[config.mk]
export PLATFORM = sky130hd
export DESIGN_NAME = herv_rf_sched
export DESIGN_NICKNAME = d
export VERILOG_FILES = /design/src/rtl/herv_rf_pkg.sv /design/src/rtl/herv_rf_sched.sv
export SDC_FILE = /design/constraint.sdc
export NUM_CORES = 1
export LEC_CHECK = 0
export BUFFER_PORTS_ARGS = -buffer_cell sky130_fd_sc_hd__buf_2
export CAP_MARGIN = 40
export CORE_MARGIN = 2
export CORE_UTILIZATION = 51
export DETAILED_ROUTE_END_ITERATION = 6
export GPL_TIMING_DRIVEN = 0
export PLACE_DENSITY_LB_ADDON = 0.2
export SYNTH_ARGS = -nofsm -noshare
export SYNTH_HDL_FRONTEND = slang
export SYNTH_SLANG_ARGS = --single-unit
[constraint.sdc]
create_clock -name clk -period 3.1 [get_ports clk]
set_input_delay 0.62 -clock clk [delete_from_list [all_inputs] [get_ports clk]]
set_output_delay 0.62 -clock clk [all_outputs]
set_load 0.01 [all_outputs]
[src/rtl/herv_rf_pkg.sv]
// herv_rf_pkg: shared sizing functions, FSM state encoding and the RAM
// address helper for the RF scheduler.
//   calc_n/cw/lg/rw/aw : derived widths from chunk width W and WITH_CSR
//   state_e            : scheduler FSM states
//   mk_addr            : {reg, chunk} RAM address with a variable chunk field
package herv_rf_pkg;

    typedef enum logic [1:0] {
        S_IDLE  = 2'd0,
        S_RUN   = 2'd1,
        S_FLUSH = 2'd2
    } state_e;

    // Widest possible RAM address: 6-bit register + 5-bit chunk (W=1).
    localparam int AW_MAX = 11;

    function automatic int calc_n(input int w);
        return 32 / w;
    endfunction

    // Number of chunk bits actually placed in the RAM address (0 for W=32).
    function automatic int calc_lg(input int w);
        return $clog2(32 / w);
    endfunction

    // Counter width never collapses below one bit so W=32 still has a
    // (constant-zero) counter register.
    function automatic int calc_cw(input int w);
        return (32 / w <= 1) ? 1 : $clog2(32 / w);
    endfunction

    function automatic int calc_rw(input int with_csr);
        return 5 + with_csr;
    endfunction

    function automatic int calc_aw(input int w, input int with_csr);
        return 5 + with_csr + $clog2(32 / w);
    endfunction

    // Chunk bits above lg are masked off, so a 1-bit counter with lg=0
    // contributes nothing to the address.
    function automatic logic [AW_MAX-1:0] mk_addr(input logic [5:0] rg,
                                                  input logic [4:0] ck,
                                                  input int         lg);
        logic [AW_MAX-1:0] m;
        m = (AW_MAX'(1) << lg) - AW_MAX'(1);
        return (AW_MAX'(rg) << lg) | (AW_MAX'(ck) & m);
    endfunction

endpackage

[src/rtl/herv_rf_sched.sv]
// herv_rf_sched: time-multiplexes two logical RF read ports and two logical
// write ports onto one RAM read port and one RAM write port. Each W-bit
// chunk takes two RAM cycles; a full 32-bit register pair moves in N=32/W
// chunks, and a transaction lasts 2N+2 cycles (RUN for 2N+1, FLUSH for 1).
//
// Ports:
//   clk, i_rst               clock, async active-high reset
//   i_start, i_rreg0/1       start request and read registers (IDLE only)
//   o_busy, o_done           transaction in progress / final-cycle pulse
//   o_cnt_en, o_rdata0/1     chunk strobe and the read chunks it qualifies
//   i_wen0/1, i_wreg0/1,
//   i_wdata0/1               write ports, sampled while o_cnt_en=1
//   o_raddr, o_ren, i_rdata  RAM read port (1-cycle registered latency)
//   o_waddr, o_wdata, o_wen  RAM write port
module herv_rf_sched
    import herv_rf_pkg::*;
#(
    parameter  int W        = 8,
    parameter  int WITH_CSR = 1,
    localparam int N        = calc_n(W),
    localparam int CW       = calc_cw(W),
    localparam int LG       = calc_lg(W),
    localparam int RW       = calc_rw(WITH_CSR),
    localparam int AW       = calc_aw(W, WITH_CSR)
) (
    input  logic          clk,
    input  logic          i_rst,
    input  logic          i_start,
    input  logic [RW-1:0] i_rreg0,
    input  logic [RW-1:0] i_rreg1,
    output logic          o_busy,
    output logic          o_done,
    output logic          o_cnt_en,
    output logic [W-1:0]  o_rdata0,
    output logic [W-1:0]  o_rdata1,
    input  logic          i_wen0,
    input  logic [RW-1:0] i_wreg0,
    input  logic [W-1:0]  i_wdata0,
    input  logic          i_wen1,
    input  logic [RW-1:0] i_wreg1,
    input  logic [W-1:0]  i_wdata1,
    output logic [AW-1:0] o_raddr,
    output logic          o_ren,
    input  logic [W-1:0]  i_rdata,
    output logic [AW-1:0] o_waddr,
    output logic [W-1:0]  o_wdata,
    output logic          o_wen
);

    localparam logic [CW-1:0] K_LAST = CW'(N - 1);

    state_e        r_state;
    logic          r_busy;
    logic          r_done;
    logic          r_ph;        // 0: rreg0 slot / strobe, 1: rreg1 slot / port-1 write
    logic [CW-1:0] r_k;         // chunk being read this pair
    logic          r_started;   // first read pair issued (t>=2)
    logic          r_rd_done;   // all 2N reads issued (t>=2N)
    logic [RW-1:0] r_rreg0;
    logic [RW-1:0] r_rreg1;
    logic [W-1:0]  r_rbuf0;

    // Port-1 write is deferred one cycle behind the strobe.
    logic          r_w1_pend;
    logic          r_w1_en;
    logic [RW-1:0] r_w1_reg;
    logic [W-1:0]  r_w1_data;
    logic [CW-1:0] r_w1_k;

    logic          w_run;
    logic          w_strobe;
    logic          w_ren;
    logic [CW-1:0] w_sk;
    logic [RW-1:0] w_rreg;

    assign w_run    = (r_state == S_RUN);
    assign w_strobe = w_run & ~r_ph & r_started;
    assign w_ren    = w_run & ~r_rd_done;
    // The strobe trails the reads by one pair, so its chunk is r_k-1;
    // wrap-around covers the final strobe after r_k has returned to 0.
    assign w_sk     = r_k - CW'(1);
    assign w_rreg   = r_ph ? r_rreg1 : r_rreg0;

    assign o_busy   = r_busy;
    assign o_done   = r_done;
    assign o_cnt_en = w_strobe;
    assign o_ren    = w_ren;
    assign o_raddr  = w_ren ? AW'(mk_addr(6'(w_rreg), 5'(r_k), LG)) : '0;
    assign o_rdata0 = w_strobe ? r_rbuf0 : '0;
    assign o_rdata1 = w_strobe ? i_rdata : '0;

    always_comb begin
        o_wen   = 1'b0;
        o_waddr = '0;
        o_wdata = '0;
        if (w_strobe) begin
            o_wen   = i_wen0;
            o_waddr = AW'(mk_addr(6'(i_wreg0), 5'(w_sk), LG));
            o_wdata = i_wdata0;
        end else if (r_w1_pend) begin
            o_wen   = r_w1_en;
            o_waddr = AW'(mk_addr(6'(r_w1_reg), 5'(r_w1_k), LG));
            o_wdata = r_w1_data;
        end
    end

    always_ff @(posedge clk or posedge i_rst) begin
        if (i_rst) begin
            r_state   <= S_IDLE;
            r_busy    <= 1'b0;
            r_done    <= 1'b0;
            r_ph      <= 1'b0;
            r_k       <= '0;
            r_started <= 1'b0;
            r_rd_done <= 1'b0;
            r_rreg0   <= '0;
            r_rreg1   <= '0;
            r_rbuf0   <= '0;
            r_w1_pend <= 1'b0;
            r_w1_en   <= 1'b0;
            r_w1_reg  <= '0;
            r_w1_data <= '0;
            r_w1_k    <= '0;
        end else begin
            case (r_state)
                S_IDLE: begin
                    if (i_start) begin
                        r_state   <= S_RUN;
                        r_busy    <= 1'b1;
                        r_rreg0   <= i_rreg0;
                        r_rreg1   <= i_rreg1;
                        r_k       <= '0;
                        r_ph      <= 1'b0;
                        r_started <= 1'b0;
                        r_rd_done <= 1'b0;
                    end
                end
                S_RUN: begin
                    r_ph <= ~r_ph;
                    if (r_ph) begin
                        // Data for the rreg0 read of the previous cycle.
                        r_rbuf0   <= i_rdata;
                        r_started <= 1'b1;
                        if (r_k == K_LAST) begin
                            r_k       <= '0;
                            r_rd_done <= 1'b1;
                        end else begin
                            r_k <= r_k + CW'(1);
                        end
                    end else if (r_rd_done) begin
                        // Last strobe this cycle; next cycle carries the
                        // final port-1 write.
                        r_state <= S_FLUSH;
                        r_done  <= 1'b1;
                    end
                end
                S_FLUSH: begin
                    r_state <= S_IDLE;
                    r_busy  <= 1'b0;
                    r_done  <= 1'b0;
                end
                default: begin
                    r_state <= S_IDLE;
                    r_busy  <= 1'b0;
                    r_done  <= 1'b0;
                end
            endcase

            r_w1_pend <= w_strobe;
            if (w_strobe) begin
                r_w1_en   <= i_wen1;
                r_w1_reg  <= i_wreg1;
                r_w1_data <= i_wdata1;
                r_w1_k    <= w_sk;
            end
        end
    end

endmodule
Word level (Yosys, flattened, before mapping)
Cells that the tools add are included.

Bits in registers: 47. Bits of input ports: 53. Output and inout bits: 45.

Reductions and logical operators: 10. Eq/ne operators: 7. Bitwise gates (word level): 10. Multiplexer cells: 30. Add/sub/neg operators: 2.

Operator list (count): $mux 8 (7); $or 8x2->8 (3); $mux 2 (6); $pmux 1 s2 (5); $mux 1 (9); $reduce_and 3->1 (3); $ne 2x2->1 const B (4); $pmux 2 s2 (2); $reduce_and 2->1 (4); $mux 6 (1); $not 1->1 (4); $reduce_and 4->1 (1); $and 1x1->1 (3); $add 2x1->2 const B (1); $eq 2x1->1 const B (1); $eq 2x2->1 const B (1); $logic_not 2->1 (1); $ne 2x1->1 const B (1); $reduce_bool 2->1 (1); $sub 2x1->2 const B (1).

Logic depth before layout (Yosys ltp)
Depth in word-level cells: 4. Mapped depth: 6.

Worst setup path before layout
OpenSTA, ideal clock, no wires.

Path kind: register -> output. From: register r_state[1]. To: output port o_waddr[3]. Arrival time: 1263 ps. Cell stages (with the launch flop): 7. Slack: 1217 ps. Buffers on the path: 3. Cell sequence: dfrtp_1 buf_6 and4bb_4 buf_6 buf_6 nand2_1 o21ai_0.

Cells in the longest elaborated chain, start to end: 4.

RTL lines: start, declared (RTL line herv_rf_sched.sv:52) `state_e r_state;`; start signal, assigned (RTL line herv_rf_sched.sv:109) `r_state <= S_IDLE;`; start signal, assigned (RTL line herv_rf_sched.sv:128) `r_state <= S_RUN;`; start signal, assigned (RTL line herv_rf_sched.sv:153) `r_state <= S_FLUSH;`; $eq 2x1->1 (RTL line herv_rf_sched.sv:76) `assign w_run = (r_state == S_RUN);`; $and 1x1->1 (2 in series) (RTL line herv_rf_sched.sv:77) `assign w_strobe = w_run & ~r_ph & r_started;`; named net o_cnt_en (RTL line herv_rf_sched.sv:33) `output logic o_cnt_en,`; $mux 8 (RTL line herv_rf_sched.sv:96) `if (w_strobe) begin`; end, declared (RTL line herv_rf_sched.sv:45) `output logic [AW-1:0] o_waddr,`.

The timed path passes the listed nets, and every way through them passes these cells.

Worst setup path after layout
From: register r_state[1]. To: output port o_rdata0[0].

Cells in the longest elaborated chain, start to end: 4.

RTL lines: $eq 2x1->1 (RTL line herv_rf_sched.sv:76); $and 1x1->1 (2 in series) (RTL line herv_rf_sched.sv:77); $mux 8 (RTL line herv_rf_sched.sv:89) `assign o_rdata0 = w_strobe ? r_rbuf0 : '0;`; end, declared (RTL line herv_rf_sched.sv:34) `output logic [W-1:0] o_rdata0,`.

Every way passes these cells.

==> tab_implementation.tex <==
\begin{tabular}{lr}
\hline
Metric & Value \\
\hline
\multicolumn{2}{l}{\textbf{Placement}} \\
Final HPWL from detailed placement & 3.73 mm \\
Buffers added on ports & 97 \\
Worst-case setup slack after placement & a little over 1000 ps \\
Last weighted congestion value of the routability-driven placer & $\sim$0.83 \\
\multicolumn{2}{l}{\textbf{Synth}} \\
Sequential fraction of the synthesis area & 50.8\% \\
Simple logic cell fraction of the synthesized area & 21.3\% \\
Synth unique cells & 30 \\
Arithmetic-cell share of the synthesized area counting full adders, half adders and majority gates & less than 1\% \\
Post-synthesis instance area & between 0.002 and 0.0025 mm\^{}2 \\
Main combinational cell family by area after synthesis & simple AND/OR/NAND/NOR gates \\
Net count after synthesis & 291 \\
Number of warnings reported in the yosys synthesis log & 0 \\
Compound-gate portion of the synthesized area & 6.54\% \\
Post-synthesis share of cell area spent on xor and xnor gates & 0\% \\
Syn Inst Count & 237 \\
Multiplexer share of the synthesized area & 14.2\% \\
Number of synthesized register bits & 47 \\
Average footprint of a synthesized cell & 9.77 um\^{}2 \\
\multicolumn{2}{l}{\textbf{STA}} \\
Fin worst setup slack & 722 ps \\
Worst-case clock skew & between 5 and 6 ps \\
Setup repair after global routing missed its margin & no \\
Max Fclk & 420 MHz \\
Actual slew at the worst max-slew pin & 393 ps \\
Period minus WS final & $\sim$2400 ps \\
Accumulated negative setup slack & 0 ps \\
Final period utilization & 76.7\% \\
Max-slew headroom at the worst pin & 73.8\% \\
Pins Over Slew Limit & 0 \\
Final hold violations & 0 \\
Final setup violation count & 0 \\
\multicolumn{2}{l}{\textbf{Worst setup path}} \\
Origin of the critical flop-to-flop path & r\_state[1]\$\_DFFE\_PP0P\_ \\
Capture point of the worst reg-to-reg path & r\_w1\_en\$\_DFFE\_PP0P\_ \\
Type of destination of the critical path & output port \\
Required time at the worst-slack endpoint & 2480 ps \\
Reg2reg setup slack & 1640 ps \\
Worst path arrival time & 1760 ps \\
Largest stage delay on the critical path & 380 ps \\
CP Cell Sequence & buf\_6 -> and4bb\_4 -> clkbuf\_1 -> and2\_1 -> buf\_2 \\
Cell depth of the worst flop-to-flop path & 4 \\
Worst setup path category & reg2out \\
Nature of the critical path startpoint & register \\
Worst path slowest cell & sky130\_fd\_sc\_hd\_\_dfrtp\_1 \\
Largest fanout of any net on the critical path & 10 \\
\multicolumn{2}{l}{\textbf{GRT}} \\
Pin count of the biggest net entering global routing & 35 \\
Global-route wire length before repair & 8.47 mm \\
Initial antenna violation count & 0 \\
Tot GR Track Use & 21.1\% \\
Vias in the first global route & 1,857 \\
Grt total ovfl & 0 \\
\multicolumn{2}{l}{\textbf{Clocking}} \\
Clock H-tree levels & 2 \\
Total setup buffers inserted after CTS & 0 \\
Max Buffers Root-to-Sink & 2 \\
CTS root buffer & sky130\_fd\_sc\_hd\_\_clkbuf\_8 \\
Post-CTS clock slew at the launch and capture registers of the worst setup and hold paths & 90 ps \\
Inserted Clock Buffers & 5 \\
Source-to-sink clock delay at the later pin of the worst-skew pair & 290 ps \\
Clock tree from TritonCTS & done \\
Post-CTS resize count & 0 \\
Number of clock sinks & 47 \\
Number of hold buffers added after cts & 0 \\
\multicolumn{2}{l}{\textbf{Layout}} \\
P\&R area growth vs syn & 30.5\% \\
Post-layout net count & between 300 and 400 \\
Final cell utilization of the core & 69.4\% \\
Antenna diode count & 0 \\
FILL cells & about 350 \\
Sequential standard cell area & approximately 0.0012 mm\^{}2 \\
Registers with the most flip-flops & r\_rbuf0 x8, r\_w1\_data x8 \\
Share of layout cells above drive strength 1 & a little under two fifths \\
Area of the multi-input gates & 986 um\^{}2 \\
Commonest non-fill, non-tap cell in the layout & sky130\_fd\_sc\_hd\_\_buf\_2 \\
Most frequent cells in the layout & sky130\_fd\_sc\_hd\_\_buf\_2, sky130\_fd\_sc\_hd\_\_nand2\_1, sky130\_fd\_sc\_hd\_\_dfrtp\_1, sky130\_fd\_sc\_hd\_\_o21ai\_0, sky130\_fd\_sc\_hd\_\_and2\_1 \\
\multicolumn{2}{l}{\textbf{Drt}} \\
DR DRC count & 0 \\
Routed vias/inst & 4.92 \\
Drt wl/cell & 12.7 um \\
Final wirelength & 5.00 mm \\
Total iterations of the first detailed-routing run & 4 \\
Number of DRC violations after detailed-routing iteration 0 & 94 \\
Vias & 1,945 \\
Count of nets left with antenna violations after detail routing & 0 \\
\multicolumn{2}{l}{\textbf{Floorplanning}} \\
Total number of placement rows & 24 \\
Effective utilization at floorplan & 53.2\% \\
Placeable core region & 0.00435 mm\^{}2 \\
Die boundary width & 71.4 um \\
Number of primary I/O pins & 98 \\
Height of the die & 71.4 um \\
Area enclosed by the die boundary & 0.00510 mm\^{}2 \\
\multicolumn{2}{l}{\textbf{Power}} \\
Total power density per cell area & 1100 mW/mm\^{}2 \\
Highest ir drop seen on vdd & 0.000702 V \\
Leakage power figure & 1.61 nW \\
\multicolumn{2}{l}{\textbf{Worst hold path}} \\
Path class of the lowest-slack min-delay path & in2async \\
\multicolumn{2}{l}{\textbf{Flow run}} \\
Number of max-cap violations & 0 \\
\multicolumn{2}{l}{\textbf{Run status}} \\
Run status & finished, final reports clean \\
\hline
\end{tabular}
==> kinds of logic (layout without fill, tap and decap cells) <==
group	count (synthesis)	count (layout)
flip-flops	47	47
buffers and inverters	23	129
multiplexers	30	30
AO/OA/AOI/OAI	27	27
adder cells (fa/ha/maj)	1	1
AND/OR/NAND/NOR	109	109
==> worst max path at each step <==
stage / start / end / slack, ps
2_1_floorplan: r_state[1]$_DFFE_PP0P_ / o_waddr[3] / 1220
3_3_place_gp: i_rst / r_k[1]$_DFFE_PP0P_ / 770
3_5_place_dp: r_state[1]$_DFFE_PP0P_ / o_rdata0[0] / 1030
4_1_cts: r_state[1]$_DFFE_PP0P_ / o_rdata0[0] / 690
5_1_grt: r_state[1]$_DFFE_PP0P_ / o_rdata0[0] / 610
6_report: r_state[1]$_DFFE_PP0P_ / o_rdata0[0] / 720
==> through the flow <==
step / power, W / area [um^2] / hold slack, ps / cells
floorplan: 0.00225 / 2320 / 443 / 237
global placement: 0.00278 / 2870 / 458 / 386
detailed placement: 0.00284 / 2890 / 462 / 387
CTS: 0.00338 / 3020 / 273 / 395
global route: 0.00362 / 3020 / 277 / 395
finish: 0.00333 / 3020 / 266 / 395
==> cell type report <==
| cell class | instances | area share, % |
|---|---|---|
| Sequential cell | 47 | 38.9 |
| Multi-Input combinational cell | 167 | 32.6 |
| Timing Repair Buffer | 98 | 16.7 |
| Buffer | 16 | 4.22 |
| Clock buffer | 5 | 2.28 |
| Clock inverter | 3 | 2.24 |
| Tap cell | 52 | 2.15 |
| Inverter | 7 | 0.869 |
==> worst max-delay path: cells and delay by family, from the launching register on <==
kind / cells / cell delay (ps)
buffers and inverters: 3 / 570
DFF: 1 / 380
and+or+nand+nor: 2 / 510
==> per-layer routing <==
metal	vias up	global-route usage [%]	part of all wire, %
met5	-	0	0
met2	63	36.1	48
li1	974	-	-
met1	906	27.6	45
met3	2	5.34	6.9
met4	0	3.56	0.16
==> synthesized netlist by cell type (all sizes together) <==
master,instances,area [um^2]
inv,7,26.3
a32o,1,10.0
a22o,2,17.5
ha,1,12.5
nand2,74,280
and4bb,1,16.3
a31oi,1,6.26
buf,12,110
clkbuf,4,17.5
and2b,1,7.51
nand2b,1,6.26
mux2i,7,70.1
a21oi,1,5.00
nor3b,1,7.51
and3,1,6.26
o21bai,1,7.51
nand3b,1,7.51
o21ai,21,105
or3b,1,8.76
or4b,1,10.0
nand3,1,5.00
mux2,23,259
nor2,10,37.5
dfrtp,47,1180
and2,16,100
==> report_power, final <==
| part | switching, W | internal, W | total, W |
|---|---|---|---|
| combinational | 0.000932 | 0.000809 | 0.00174 |
| sequential | 0.000151 | 0.000915 | 0.00107 |
| clock | 0.000204 | 0.000321 | 0.000525 |
| total | 0.00129 | 0.00205 | 0.00333 |
No activity file was read; power rests on OpenSTA's default activity.
